**src/rtl/line_burst_adaptor_if.sv**
```systemverilog
// Signal bundle between main_cache, the line/burst adaptor and burst physical memory.
// The slave modport is the adaptor's view; master is the surrounding environment.
interface line_burst_adaptor_if;
    logic [255:0] line_i;
    logic [255:0] line_o;
    logic [31:0]  address_i;
    logic         read_i;
    logic         write_i;
    logic         resp_o;
    logic [63:0]  burst_i;
    logic [63:0]  burst_o;
    logic [31:0]  address_o;
    logic         read_o;
    logic         write_o;
    logic         resp_i;

    modport slave (
        input  line_i, address_i, read_i, write_i, burst_i, resp_i,
        output line_o, resp_o, burst_o, address_o, read_o, write_o
    );

    modport master (
        output line_i, address_i, read_i, write_i, burst_i, resp_i,
        input  line_o, resp_o, burst_o, address_o, read_o, write_o
    );
endinterface

```
**src/rtl/line_burst_adaptor.sv**
```systemverilog
// Converts 256-bit cache line fills/writebacks into four 64-bit memory bursts.
// state  | meaning
// IDLE   | waiting for a cache read/write request (write wins)
// READ   | collecting four read beats into the line buffer
// WRITE  | presenting four write beats from the line buffer
// DONE   | one-cycle completion pulse back to the cache
module line_burst_adaptor (
    input  logic                  clk,
    input  logic                  rst,
    line_burst_adaptor_if.slave   bus
);
    typedef enum logic [1:0] {
        S_IDLE  = 2'd0,
        S_READ  = 2'd1,
        S_WRITE = 2'd2,
        S_DONE  = 2'd3
    } state_t;

    state_t         r_state;
    logic [1:0]     r_k;
    logic [255:0]   r_buf;
    logic [31:0]    r_addr;
    logic           r_read_o;
    logic           r_write_o;
    logic           r_resp_o;
    logic [7:0]     w_beat_lsb;

    assign w_beat_lsb = {r_k, 6'd0};

    always_ff @(posedge clk) begin
        if (rst) begin
            r_state   <= S_IDLE;
            r_k       <= 2'd0;
            r_buf     <= '0;
            r_addr    <= '0;
            r_read_o  <= 1'b0;
            r_write_o <= 1'b0;
            r_resp_o  <= 1'b0;
        end else begin
            r_resp_o <= 1'b0;
            unique case (r_state)
                S_IDLE: begin
                    if (bus.write_i) begin
                        r_addr    <= {bus.address_i[31:5], 5'd0};
                        r_buf     <= bus.line_i;
                        r_k       <= 2'd0;
                        r_write_o <= 1'b1;
                        r_state   <= S_WRITE;
                    end else if (bus.read_i) begin
                        r_addr   <= {bus.address_i[31:5], 5'd0};
                        r_k      <= 2'd0;
                        r_read_o <= 1'b1;
                        r_state  <= S_READ;
                    end
                end
                S_READ: begin
                    if (bus.resp_i) begin
                        r_buf[w_beat_lsb +: 64] <= bus.burst_i;
                        r_k <= r_k + 2'd1;
                        if (r_k == 2'd3) begin
                            r_read_o <= 1'b0;
                            r_resp_o <= 1'b1;
                            r_state  <= S_DONE;
                        end
                    end
                end
                S_WRITE: begin
                    if (bus.resp_i) begin
                        r_k <= r_k + 2'd1;
                        if (r_k == 2'd3) begin
                            r_write_o <= 1'b0;
                            r_resp_o  <= 1'b1;
                            r_state   <= S_DONE;
                        end
                    end
                end
                S_DONE: begin
                    r_state <= S_IDLE;
                end
                default: begin
                    r_state <= S_IDLE;
                end
            endcase
        end
    end

    // Write data follows the beat counter directly so a new beat appears the cycle after each ack.
    assign bus.burst_o   = r_buf[w_beat_lsb +: 64];
    assign bus.line_o    = r_buf;
    assign bus.address_o = r_addr;
    assign bus.read_o    = r_read_o;
    assign bus.write_o   = r_write_o;
    assign bus.resp_o    = r_resp_o;
endmodule

```
**src/flat_wrapper.sv**
```systemverilog
// flat-port wrapper written by rule: the top's interface ports become plain ports
module line_burst_adaptor_flat 
  (clk, rst, bus_line_i, bus_address_i, bus_read_i, bus_write_i, bus_burst_i, bus_resp_i, bus_line_o, bus_resp_o, bus_burst_o, bus_address_o, bus_read_o, bus_write_o);
  line_burst_adaptor_if bus_i ();
  input  logic clk;
  input  logic rst;
  input wire logic [$bits(bus_i.line_i)-1:0] bus_line_i;
  input wire logic [$bits(bus_i.address_i)-1:0] bus_address_i;
  input wire logic [$bits(bus_i.read_i)-1:0] bus_read_i;
  input wire logic [$bits(bus_i.write_i)-1:0] bus_write_i;
  input wire logic [$bits(bus_i.burst_i)-1:0] bus_burst_i;
  input wire logic [$bits(bus_i.resp_i)-1:0] bus_resp_i;
  output wire logic [$bits(bus_i.line_o)-1:0] bus_line_o;
  output wire logic [$bits(bus_i.resp_o)-1:0] bus_resp_o;
  output wire logic [$bits(bus_i.burst_o)-1:0] bus_burst_o;
  output wire logic [$bits(bus_i.address_o)-1:0] bus_address_o;
  output wire logic [$bits(bus_i.read_o)-1:0] bus_read_o;
  output wire logic [$bits(bus_i.write_o)-1:0] bus_write_o;
  assign bus_i.line_i = bus_line_i;
  assign bus_i.address_i = bus_address_i;
  assign bus_i.read_i = bus_read_i;
  assign bus_i.write_i = bus_write_i;
  assign bus_i.burst_i = bus_burst_i;
  assign bus_i.resp_i = bus_resp_i;
  assign bus_line_o = bus_i.line_o;
  assign bus_resp_o = bus_i.resp_o;
  assign bus_burst_o = bus_i.burst_o;
  assign bus_address_o = bus_i.address_o;
  assign bus_read_o = bus_i.read_o;
  assign bus_write_o = bus_i.write_o;
  line_burst_adaptor u_core (.clk(clk), .rst(rst), .bus(bus_i));
endmodule
```
**config.mk**
```make
export PLATFORM = sky130hd
export DESIGN_NAME = line_burst_adaptor_flat
export DESIGN_NICKNAME = d
export VERILOG_FILES = /design/src/rtl/line_burst_adaptor_if.sv /design/src/rtl/line_burst_adaptor.sv /design/src/flat_wrapper.sv
export SDC_FILE = /design/constraint.sdc
export NUM_CORES = 1
export LEC_CHECK = 0
export BUFFER_PORTS_ARGS = -buffer_cell sky130_fd_sc_hd__buf_2
export CAP_MARGIN = 0
export CORE_AREA = 3 3 274 276
export DETAILED_ROUTE_END_ITERATION = 16
export DIE_AREA = 0 0 277 279
export HOLD_SLACK_MARGIN = 0.08
export PLACE_DENSITY_LB_ADDON = 0.12
export SETUP_SLACK_MARGIN = 0.15
export SYNTH_ARGS = -nofsm -noshare
export SYNTH_HDL_FRONTEND = slang
export SYNTH_SLANG_ARGS = --single-unit
```
**constraint.sdc**
```tcl
create_clock -name clk -period 2.6 [get_ports clk]
set_clock_uncertainty 0.15 [all_clocks]
set_input_delay 0.39 -clock clk [delete_from_list [all_inputs] [get_ports clk]]
set_output_delay 0.39 -clock clk [all_outputs]
set_load 0.01 [all_outputs]
```
# After elaboration in Yosys (flattened, before gate mapping)
# Cells that the tools add are included.
dict set report op_classes {
  n_addsub 2
  n_mux 23
  shift 3
  eq_ne 14
  bitwise 2
  reduce_logical 13
}
# cell count
set ops {}
lappend ops {{256-bit two-way mux} 2}
lappend ops {{256-bit case mux with 2 select lines} 1}
lappend ops {{256-bit bitwise mux} 1}
lappend ops {{64-bit by 10-bit variable shift with 256-bit output (first input constant)} 1}
lappend ops {{256-bit by 9-bit variable part select with 64-bit output} 1}
lappend ops {{64-bit by 10-bit variable part select with 256-bit output} 1}
lappend ops {{32-bit two-way mux} 2}
lappend ops {{2-bit two-way mux} 7}
lappend ops {{2-bit inequality test (second input constant)} 5}
lappend ops {{8-bit negator with 10-bit output} 1}
lappend ops {{3-bit AND reduction} 3}
lappend ops {{2-bit by 1-bit inequality test with 1-bit output (second input constant)} 4}
lappend ops {{2-bit nonzero test} 4}
lappend ops {{2-bit equality test (second input constant)} 3}
lappend ops {{1-bit two-way mux} 6}
lappend ops {{2-bit case mux with 3 select lines} 1}
lappend ops {{5-bit AND reduction} 1}
lappend ops {{1-bit case mux with 2 select lines} 2}
lappend ops {{2-bit case mux with 2 select lines} 1}
lappend ops {{4-bit AND reduction} 1}
lappend ops {{3-bit inequality test (second input constant)} 1}
lappend ops {{3-bit OR reduction} 1}
lappend ops {{2-bit by 1-bit adder with 2-bit output (second input constant)} 1}
lappend ops {{2-bit by 1-bit equality test with 1-bit output (second input constant)} 1}
lappend ops {{other kinds (4)} 5}
dict set report totals {
  output_inout_bits 355
  reg_bits 295
}

# Depth between registers and ports, before layout
# Gate-level depths: netlist of run 1.
dict set report logic_depth {
  ltp_word 5
  mapped_depth 10
  depth_no_buf 5
}

# Least setup slack after synthesis of run 1
# OpenSTA, ideal clock, no wires.
dict set report synth_timing {
  kind {register to register}
  start {reg u_core.r_k[0]}
  end {reg u_core.r_buf[25] (netlist: u_core.bus.line_o[25])}
  path_buffers 5
  stages_incl_launch_ff 11
  required_ps 2304
  path_slack_ps 98
  setup_time_ps 146
  arrival_time_ps 2206
  period_less_slack_ps 2502
  path_cell_list {dfxtp_1 -> buf_2 -> buf_2 -> buf_4 -> inv_1 -> ha_1 -> buf_2 -> clkbuf_1 -> and4b_1 -> a22oi_1 -> a211oi_2}
}
dict set report synth_via {
  elab_chain_len 5
  elab_cells_between_ends 6
  cone_classes {add/sub: 1; shift: 2; mux: 3}
}
# item line
set synth_lines {}
lappend synth_lines {{start, declared} line_burst_adaptor.sv:20} ;# logic [1:0] r_k;
lappend synth_lines {{start signal, assigned} line_burst_adaptor.sv:59} ;# r_k <= r_k + 2'd1;
lappend synth_lines {{start signal, assigned} line_burst_adaptor.sv:69} ;# r_k <= r_k + 2'd1;
lappend synth_lines {{8-bit negator with 10-bit output *} line_burst_adaptor.sv:58} ;# r_buf[w_beat_lsb +: 64] <= bus.burst_i;
lappend synth_lines {{64-bit by 10-bit variable part select with 256-bit output or 64-bit by 10-bit variable shift with 256-bit output (tied branches)} line_burst_adaptor.sv:58}
lappend synth_lines {{256-bit bitwise mux *} line_burst_adaptor.sv:58}
lappend synth_lines {{256-bit two-way mux *} line_burst_adaptor.sv:57} ;# if (bus.resp_i) begin
lappend synth_lines {{256-bit case mux with 2 select lines *} line_burst_adaptor.sv:41} ;# unique case (r_state)
lappend synth_lines {{end signal, assigned} line_burst_adaptor.sv:45} ;# r_buf <= bus.line_i;
lappend synth_lines {{end signal, assigned by index} line_burst_adaptor.sv:58}
lappend synth_lines {{end, declared} line_burst_adaptor.sv:21} ;# logic [255:0] r_buf;
# Mark *: on every way between the ends. The rest lies on a longest branch, timed or not. The select of a mux whose other input is x is not followed.
# A chain may end at the register's enable or synchronous reset.

# Final worst setup path of run 1
dict set report layout_timing {
  start {reg u_core.r_k[0]}
  end {out bus_burst_o[28]}
}
dict set report layout_via {
  elab_chain_len 1
}
# item line
set layout_lines {}
lappend layout_lines {{256-bit by 9-bit variable part select with 64-bit output} line_burst_adaptor.sv:88} ;# assign bus.burst_o = r_buf[w_beat_lsb +: 64];
lappend layout_lines {{end, declared} flat_wrapper.sv:15} ;# output wire logic [$bits(bus_i.burst_o)-1:0] bus_burst_o;
# Every way passes these cells.

==> impl_metrics.tcl, run 1 <==
set metrics [dict create \
    start_util_pct 23.6 \
    hpwl_mm 64.5 \
    clkTransAtPathRegs_ns 0.06 \
    cp_top_family "multiplexers" \
    fin_crit_ns 2.57 \
    yosysTopAreaCellShare_pct 33.8 \
    cp_num_buf_inv 3 \
    setup_viol 0 \
    end_kind "primary output" \
    grt_overflow 0 \
    finalNetCount 3052 \
    synthesis.area_mm2 0.0172 \
    utilization_pct 37.2 \
    setup-tns-final_ns 0 \
    h-tree-depth 2 \
    p_sw_mw 13.7 \
    min_path_type "in -> reg" \
    grt_first_pass_wirelength_mm 141 \
    cellPowerDensity_mw_per_mm2 1130 \
    areaGrowthSynthToFinish_pct 57.6 \
    core_mm2 0.0728 \
    dieWidth_um 277 \
    slew_headroom_pct 22.7 \
    drive_gt1_share_pct 43.6 \
    drv_cap 0 \
    slew_viol_final 0 \
    die-height_um 279 \
    synth_warnings 0 \
    status "finished, final reports clean" \
    critPathKind "reg -> out" \
    stdcell_count 3675 \
    synth_top_cell_by_area "dfxtp_1" \
    ys_seq_area_share_pct 33.8 \
    detail-route-antenna-nets 0 \
    synthCells 1773 \
    rsz0062_at_grt "true" \
    gp_congestion 0.866 \
    cp_max_fo 6 \
    clk_latency_ns 0.55 \
    irDropWorstVdd_uv 560 \
    dr.pass1.iters 5 \
    antenna_found_initial 5 \
    ys.flop_type "dfxtp_1" \
    placed_cells 3266 \
    final_area_mm2 0.0271 \
    power.share.clock_pct 18.3 \
    seqPwrFrac_pct 26.8 \
    track_usage_pct 23.7 \
    wl_per_cell_um 26.5 \
    place_area_mm2 0.0219 \
    cts_inserted_buffers 40 \
    port_buffers 701 \
    cts_sinks 290 \
    total_power_mw 30.7 \
    row_count 99 \
    io_pins 712 \
    grt_max_degree 65 \
    syn_avg_cell_area_um2 9.70 \
    cts_tree "built" \
    finalHoldViolations 0 \
    routed_wl_mm 97.4 \
    fmax_mhz 390 \
    grt_pass1_vias 20500 \
    num_vias 19900 \
    yosysUniqueCellTypes 37 \
    crit_slowest_cell "mux4_2" \
    async_reset_ff_share_pct 0 \
    start_kind "flop" \
    cp_slowest_stage_delay_ns 0.55 \
    cp.required_ns 2.06 \
    drc_errors 0 \
    p_comb_share_pct 54.8 \
    clk_path_buf_depth 3 \
    cts_root_buf "clkbuf_16" \
    switching_share_pct 44.7 \
    tightest_slew_ns 1.16 \
    cp.arrival_ns 2.03 \
    via_per_inst 5.41 \
    drtIter0Drc 1559 \
    synthTopCellsByArea "dfxtp_1 (34%), a311oi_2 (16%), a21oi_1 (8.4%)" \
    dieArea_mm2 0.0773 \
    synth_edf_count 0 \
    p_leak_nw 11.0 \
    crit_path_cell_trace "buf_12 > buf_16 > mux4_2 > buf_6" \
    p_int_mw 17.0 \
    period_share_pct 98.7 \
    synth-seq-cells 290 \
]
## through the flow
step                      hold WS [ns]  setup WS [ns]
final                            0.114         0.0346
after global routing             0.100        -0.0379
after CTS                       0.0809        0.00237
after detailed placement         0.294          0.352
after global placement           0.292          0.382
after floorplan                  0.331          0.176
## power by group through the flow
stage	Clock [mW]	Combinational, mW	Sequential, mW
4_1_cts	5.81	16.2	8.19
2_1_floorplan	0	8.72	8.35
3_5_place_dp	0	15.5	8.24
6_report	5.64	16.8	8.24
5_1_grt	5.98	17.9	8.39
3_3_place_gp	0	15.3	8.21
## state kept, by name (all words and copies together), names as in the netlist
| name | cells |
|---|---|
| u_core.r_state | 2 |
| u_core.bus.resp_o | 1 |
| u_core.bus.line_o | 256 |
| u_core.bus.write_o | 1 |
| u_core.bus.read_o | 1 |
| u_core.r_k | 2 |
| u_core.bus.address_o | 27 |
## cell families after synthesis
| kind of cell | Yosys count | share of synthesized area [%] |
|---|---|---|
| and+or+nand+nor | 524 | 16.4 |
| other | 1 | 0.0218 |
| DFF | 290 | 33.8 |
| AOI/OAI and AO/OA | 622 | 32.7 |
| buffers and inverters | 261 | 8.00 |
| muxes | 67 | 8.58 |
| adders and majority gates | 8 | 0.582 |
## worst paths after layout
check / start / to / slack, ns / cells past startpoint
min: bus_line_i[29] / u_core.bus.line_o[29]$_SDFFE_PP0P_ / 0.11 / 3
max: u_core.r_k[0]$_SDFFE_PP0P_ / bus_burst_o[28] / 0.03 / 4
max reg2reg: u_core.r_k[0]$_SDFFE_PP0P_ / u_core.bus.line_o[42]$_SDFFE_PP0P_ / 0.22 / 7
min reg2reg: u_core.bus.address_o[6]$_SDFFE_PP0P_ / u_core.bus.address_o[6]$_SDFFE_PP0P_ / 0.30 / 2
## worst reg2reg max path, stage by stage (launching register included)
cell      delay [ns]
dfxtp_4         0.44
buf_4           0.14
inv_1           0.13
ha_4            0.42
buf_12          0.28
and4b_1         0.31
a22oi_1         0.26
a211oi_2        0.11
## cell usage in the layout, fill, tap and decap left out, types with 7 or more instances in the layout
cell type and instances:
mux4_2 64, buf_12 47, clkbuf_1 12, nand2_1 249
a21oi_1 289, a211oi_2 60, a311oi_2 180, buf_4 40
clkbuf_16 43, nand4_1 130, nand3_1 66, buf_2 639
clkbuf_8 7, dfxtp_1 288, and4b_1 64, a311oi_1 13
buf_6 65, a22oi_1 64, dlygate4sd3_1 325
## area by class of cell
class                           count  area, um^2
Fill cell                        7477       45700
Multi-Input combinational cell   1226       10100
Timing Repair Buffer             1124        8630
Sequential cell                   290        5810
Tap cell                          959        1200
Clock buffer                       60        1170
Clock inverter                     10         134
Inverter                            5        26.3
Antenna cell                        1        2.50
## routing by layer
metal / part of all wire, % / vias to the layer above / track usage [%]
li1: - / 8785 / -
met1: 42 / 9985 / 30.7
met2: 49 / 927 / 40.7
met3: 6.4 / 188 / 3.60
met4: 2.8 / 8 / 7.17
met5: 0.053 / - / 0
## synth_stat cells, types with 2 or more instances
library cell  instances
nor3_1                2
nand3_1              66
ha_1                  8
nand4_1             130
a311oi_2            180
buf_1                 7
buf_6                28
buf_2               103
clkbuf_1            102
mux4_2               64
a21bo_2               5
a311oi_1             13
a211oi_2             60
nor2b_1               4
buf_4                15
mux2i_1               2
o21ai_0               2
inv_1                 4
a22oi_1              64
a211oi_1              5
and4b_1              64
a21oi_1             289
and2_1                4
dfxtp_1             290
nor3b_1               2
nand2_1             249
## timing repair
action                     CTS  global route
cloned                       3             2
pin swaps                    0             0
setup endpoints to repair   64            84
hold buffers               325             0
resized for setup           21            68
hold endpoints to repair   263             0
setup buffers                4             4
Note: power is estimated with default switching activity, not from simulation.
==> run 2, diff against run 1 <==
- CELL_PAD_IN_SITES_DETAIL_PLACEMENT: unset -> 0
- CELL_PAD_IN_SITES_GLOBAL_PLACEMENT: unset -> 1
- clock period: 2.6 -> 2.4 ns (I/O delays scaled with it)
==> run 2 against run 1 <==
  * Global-route usage rose by 1.1 points
  * Clock power rose by 18%
  * Critical path depth rose by 1
  * Die area did not move
  * The flow now finishes with violations (negative setup slack)
  * Power rose by 25%
  * Setup slack got worse by 0.15 ns
  * Sequential share of layout area fell by 2.8 points
  * Critical path type unchanged
  * Hold slack improved by 0.19 ns
  * First-iteration DRC count rose by 15%
  * Register-to-register slack got worse by 0.31 ns
  * Sequential power rose by 10%
  * Utilization rose by 5.6 points
==> impl_metrics.tcl, run 2 (synthesized netlist as in run 1, its figures left out) <==
set metrics [dict create \
    period_share_pct 105 \
    end_kind "primary output" \
    grt_pass1_vias 21000 \
    finalHoldViolations 0 \
    ff2ff_path_depth 10 \
    cp_top_family "buffers and inverters" \
    clk_path_buf_depth 3 \
    core_mm2 0.0728 \
    final_area_mm2 0.0312 \
    slew_viol_final 0 \
    finalNetCount 3218 \
    r2r_end "u_core.bus.line_o[187]$_SDFFE_PP0P_" \
    place_area_mm2 0.0221 \
    final_cell_mix "buf_2 (656), dlygate4sd3_1 (351), dfxtp_1 (288)" \
    cts_tree "built" \
    cp_num_buf_inv 4 \
    grt_max_degree 72 \
    seqPwrFrac_pct 23.7 \
    status "finished, violations left" \
    switching_share_pct 44.6 \
    grt_use_met1_pct 31.6 \
    p_leak_nw 12.5 \
    h-tree-depth 2 \
    dr.pass1.iters 5 \
    cts_sinks 290 \
    final_common_cell "buf_2" \
    num_vias 21100 \
    p_sw_mw 17.1 \
    setup-tns-final_ns -6.88 \
    cp.arrival_ns 2.01 \
    io_pins 712 \
    clkTransAtPathRegs_ns 0.05 \
    slew_headroom_pct 23.4 \
    start_kind "flop" \
    grt_first_pass_wirelength_mm 146 \
    dieWidth_um 277 \
    tightest_slew_ns 1.15 \
    port_buffers 701 \
    track_usage_pct 24.8 \
    cts_inserted_buffers 42 \
    drtIter0Drc 1794 \
    drc_errors 0 \
    crit_path_cell_trace "buf_4 > buf_12 > clkbuf_16 > mux4_2 > buf_6" \
    clk_latency_ns 0.57 \
    hp-start "u_core.bus.address_o[31]$_SDFFE_PP0P_" \
    gp_congestion 0.825 \
    rrSetupSlack_ns -0.09 \
    row_count 99 \
    r2r-start "u_core.r_k[0]$_SDFFE_PP0P_" \
    fmax_mhz 397 \
    min_path_type "reg -> reg" \
    cts_root_buf "clkbuf_16" \
    p_comb_share_pct 59.0 \
    die-height_um 279 \
    crit_slowest_cell "mux4_2" \
    largest_register_ffs 256 \
    rsz0062_at_grt "true" \
    irDropWorstVdd_uv 550 \
    violations "negative setup slack" \
    setup_viol 165 \
    grt-busiest-layer "met2" \
    dieArea_mm2 0.0773 \
    cp.required_ns 1.89 \
    critPathKind "reg -> out" \
    areaGrowthSynthToFinish_pct 81.2 \
    fin_crit_ns 2.52 \
    power.share.clock_pct 17.4 \
    wl_per_cell_um 30.8 \
    routed_wl_mm 119 \
    grt_overflow 0 \
    setup_ws_ns -0.119 \
    drive_gt1_share_pct 52.2 \
    utilization_pct 42.8 \
    p_int_mw 21.2 \
    fill_cells 7117 \
    cellPowerDensity_mw_per_mm2 1230 \
    via_per_inst 5.49 \
    cp_max_fo 5 \
    holdPathEnd "u_core.bus.address_o[31]$_SDFFE_PP0P_" \
    start_util_pct 23.6 \
    drv_cap 0 \
    cp_slowest_stage_delay_ns 0.51 \
    min_path_cells 2 \
    use_met2_pct 43.7 \
    detail-route-antenna-nets 0 \
    antenna_found_initial 9 \
    grt_use_met3_pct 4.00 \
    hpwl_mm 66.9 \
]
-- run 2: repair_timing --
item / 4_1_cts / 5_1_grt
gates resized for setup: 127 / 274
pin swaps: 224 / 152
hold buffers: 350 / 1
setup endpoints to repair: 67 / 320
setup buffers: 18 / 34
gates cloned: 9 / 74
hold endpoints to repair: 287 / 1
-- run 2: worst max path at each step --
stage | from | endpoint | slack [ns] | cells after the start
final | u_core.r_k[0]$_SDFFE_PP0P_ | bus_burst_o[57] | -0.12 | 5
after global routing | u_core.r_k[0]$_SDFFE_PP0P_ | bus_burst_o[57] | -0.16 | 5
after floorplan | u_core.r_k[0]$_SDFFE_PP0P_ | u_core.bus.line_o[38]$_SDFFE_PP0P_ | 0.16 | 10
after CTS | u_core.r_k[0]$_SDFFE_PP0P_ | bus_burst_o[37] | -0.16 | 4
after detailed placement | u_core.r_state[1]$_SDFFE_PP0P_ | u_core.bus.line_o[201]$_SDFFE_PP0P_ | 0.16 | 7
after global placement | u_core.r_state[1]$_SDFFE_PP0P_ | u_core.bus.line_o[206]$_SDFFE_PP0P_ | 0.21 | 7
-- run 2: area by class of cell --
class	instances	area, um^2	area share (%)
diodes	7	17.5	0.0562
clock buffers	63	1300	4.18
clock inverters	14	153	0.490
inverters	5	30.0	0.0963
multi-input cells	1229	11200	36.1
flip-flops and latches	290	5810	18.7
well taps	959	1200	3.85
repair buffers	1285	11400	36.6
-- run 2: metal layers --
metal | vias to the layer above | wire length (um)
met5 | - | 38
met4 | 6 | 2860
met3 | 157 | 8010
met2 | 1027 | 58400
met1 | 10800 | 49500
li1 | 9180 | -
-- run 2: worst min-delay path, stage by stage (launching register included) --
cell	delay, ns
dfxtp_1	0.30
nand2_1	0.05
a21oi_1	0.05
-- run 2: power groups by stage --
stage | clock, mW | combinational, mW | sequential (mW)
4_1_cts | 6.77 | 18.9 | 8.89
6_report | 6.65 | 22.6 | 9.07
3_5_place_dp | 0 | 17.1 | 8.95
5_1_grt | 6.94 | 23.7 | 9.20
3_3_place_gp | 0 | 16.9 | 8.93
2_1_floorplan | 0 | 9.52 | 9.05
-- run 2: per-stage QoR --
stage / hold WS (ns) / power [mW] / instances / setup WS, ns
2_1_floorplan: 0.331 / 18.6 / 1777 / 0.159
3_3_place_gp: 0.292 / 25.9 / 3282 / 0.214
3_5_place_dp: 0.295 / 26.0 / 3282 / 0.156
4_1_cts: 0.0831 / 34.6 / 3736 / -0.164
5_1_grt: 0.318 / 39.8 / 3847 / -0.164
6_report: 0.300 / 38.3 / 3852 / -0.119
==> run 3, diff against run 2 <==
- clock period: 2.4 -> 2.15 ns (I/O delays scaled with it)
==> run 3 against run 2 <==
  * The run still ends with negative setup slack left
  * Utilization fell by 0.73 points
  * Count of clock-buffer cells in the layout fell by 5
  * Register-to-register slack got worse by 0.19 ns
  * Hold slack got worse by 0.14 ns
  * Die area did not move
  * First-iteration DRC count fell by 7.8%
  * Setup slack got worse by 0.25 ns
  * Global-route usage rose by 1.4 points
  * Cell count fell by 0.10%
  * Design area fell by 1.7%
  * Sequential cell count did not move
  * Highest routed layer unchanged
==> impl_metrics.tcl, run 3 (synthesized netlist as in run 1, its figures left out) <==
set metrics [dict create \
    hpwl_mm 66.9 \
    cp_slowest_stage_delay_ns 0.53 \
    rrSetupSlack_ns -0.28 \
    drtIter0Drc 1654 \
    period_share_pct 117 \
    h-tree-depth 2 \
    min_path_cells 4 \
    cp.arrival_ns 2.05 \
    cts_sinks 290 \
    crit_path_end "bus_burst_o[45]" \
    rsz0062_at_grt "true" \
    grt_pass1_vias 21300 \
    clk_latency_ns 0.55 \
    dr.pass1.iters 5 \
    die-height_um 279 \
    crit_slowest_cell "mux4_2" \
    finalNetCount 3229 \
    place_area_mm2 0.0222 \
    cts_root_buf "clkbuf_16" \
    gp_congestion 0.855 \
    cts_tree "built" \
    areaGrowthSynthToFinish_pct 78.1 \
    slew_viol_final 0 \
    irDropWorstVdd_uv 607 \
    antenna_found_initial 6 \
    stdcell_count 3848 \
    detail-route-antenna-nets 0 \
    routed_wl_mm 114 \
    ff2ff_path_depth 12 \
    via_per_inst 5.50 \
    cp.depth 5 \
    cp_top_family "buffers and inverters" \
    largest_register_ffs 256 \
    tightest_slew_ns 1.11 \
    p_leak_nw 12.3 \
    cts_inserted_buffers 40 \
    final_area_mm2 0.0306 \
    status "finished, violations left" \
    fmax_mhz 397 \
    violations "negative setup slack" \
    drv_cap 0 \
    start_util_pct 23.6 \
    drc_errors 0 \
    cellPowerDensity_mw_per_mm2 1330 \
    io_pins 712 \
    grt_overflow 0 \
    dieWidth_um 277 \
    fin_crit_ns 2.52 \
    cp_common_cell "buf_12" \
    placed_cells 3288 \
    clk_path_buf_depth 3 \
    setup-tns-final_ns -51.97 \
    grt_first_pass_wirelength_mm 152 \
    port_buffers 701 \
    grt_max_degree 60 \
    start_kind "flop" \
    r2r-start "u_core.r_k[0]$_SDFFE_PP0P_" \
    crit_path_cell_trace "buf_12 > buf_12 > buf_16 > mux4_2 > buf_6" \
    wl_per_cell_um 29.8 \
    row_count 99 \
    drive_gt1_share_pct 49.6 \
    critPathKind "reg -> out" \
    dieArea_mm2 0.0773 \
    cp_num_buf_inv 4 \
    cp_max_fo 8 \
    core_mm2 0.0728 \
    num_vias 21100 \
    r2r_end "u_core.bus.line_o[243]$_SDFFE_PP0P_" \
    startpoint "u_core.r_k[0]$_SDFFE_PP0P_" \
    setup_ws_ns -0.369 \
    setup_viol 313 \
    slew_headroom_pct 26.2 \
    track_usage_pct 26.2 \
    min_path_type "in -> reg" \
    total_power_mw 40.6 \
    cp.required_ns 1.68 \
    final_common_cell "buf_2" \
    clkTransAtPathRegs_ns 0.05 \
    end_kind "primary output" \
    final_cell_mix "buf_2 (675), dlygate4sd3_1 (350), dfxtp_1 (288)" \
    finalHoldViolations 0 \
]
## run 3: changes by cell type in the layout (fill, tap and decap cells not counted), sizes merged, moves of 2 or more
cell	delta
and2	-2
buf	+34
bufinv	-3
clkbuf	-24
clkinv	-7
diode	-2
## run 3: how the worst min path moves through the flow
| stage | startpoint | endpoint |
|---|---|---|
| after floorplan | bus_address_i[10] | u_core.bus.address_o[10]$_SDFFE_PP0P_ |
| after global placement | u_core.bus.address_o[31]$_SDFFE_PP0P_ | u_core.bus.address_o[31]$_SDFFE_PP0P_ |
| after detailed placement | u_core.bus.address_o[31]$_SDFFE_PP0P_ | u_core.bus.address_o[31]$_SDFFE_PP0P_ |
| after CTS | bus_resp_i | u_core.r_k[0]$_SDFFE_PP0P_ |
| after global routing | bus_resp_i | u_core.r_k[1]$_SDFFE_PP0P_ |
| final | bus_resp_i | u_core.r_k[0]$_SDFFE_PP0P_ |
## run 3: power by group
part | leakage (nW) | internal, mW | switching, mW | total [mW]
logic | 9.38 | 11.1 | 13.1 | 24.2
registers | 2.40 | 7.62 | 2.50 | 10.1
clock network | 0.571 | 3.63 | 2.67 | 6.30
total | 12.3 | 22.4 | 18.2 | 40.6
## run 3: final cells by class
class                      count  area, um^2
clock buffer                  58        1140
antenna                        5        12.5
sequential                   290        5810
clock inverter                 4        20.0
inverter                       5        33.8
timing repair buffer        1299       11600
tap                          959        1200
fill                        7166       42200
multi-input combinational   1228       10800
## run 3: metal layers
layer  up-vias  global-route usage (%)  wire (um)
li1       9194                       -          -
met5         -                       0         30
met3       206                    5.06       7850
met2      1029                    43.6      54900
met4         6                    9.40       3770
met1     10700                    33.8      47900
## run 3: worst reg2reg max path, stage by stage (launching register included)
cell and delay (ns):
dfxtp_4 0.35, buf_12 0.15, buf_4 0.13, buf_6 0.12
inv_8 0.06, ha_4 0.20, buf_8 0.13, buf_4 0.13
nor2b_4 0.16, buf_12 0.18, clkbuf_16 0.22, nand3_1 0.11
a311oi_2 0.25
## run 3: what timing repair did
action,in CTS,in global routing
endpoints found under the hold margin,286,0
buffers inserted,33,38
gates resized for setup,106,167
pin swaps,11,155
gates cloned,36,36
setup endpoints to repair,235,348
hold buffers,350,0
## run 3: stage by stage
step           hold slack [ns]  worst slack, ns  util, %
6_report                 0.158           -0.369     42.1
5_1_grt                  0.146           -0.421     42.0
4_1_cts                  0.113           -0.414     39.3
3_5_place_dp             0.296           0.0207     30.4
3_3_place_gp             0.290           0.0371     30.4
2_1_floorplan            0.308            0.134        -
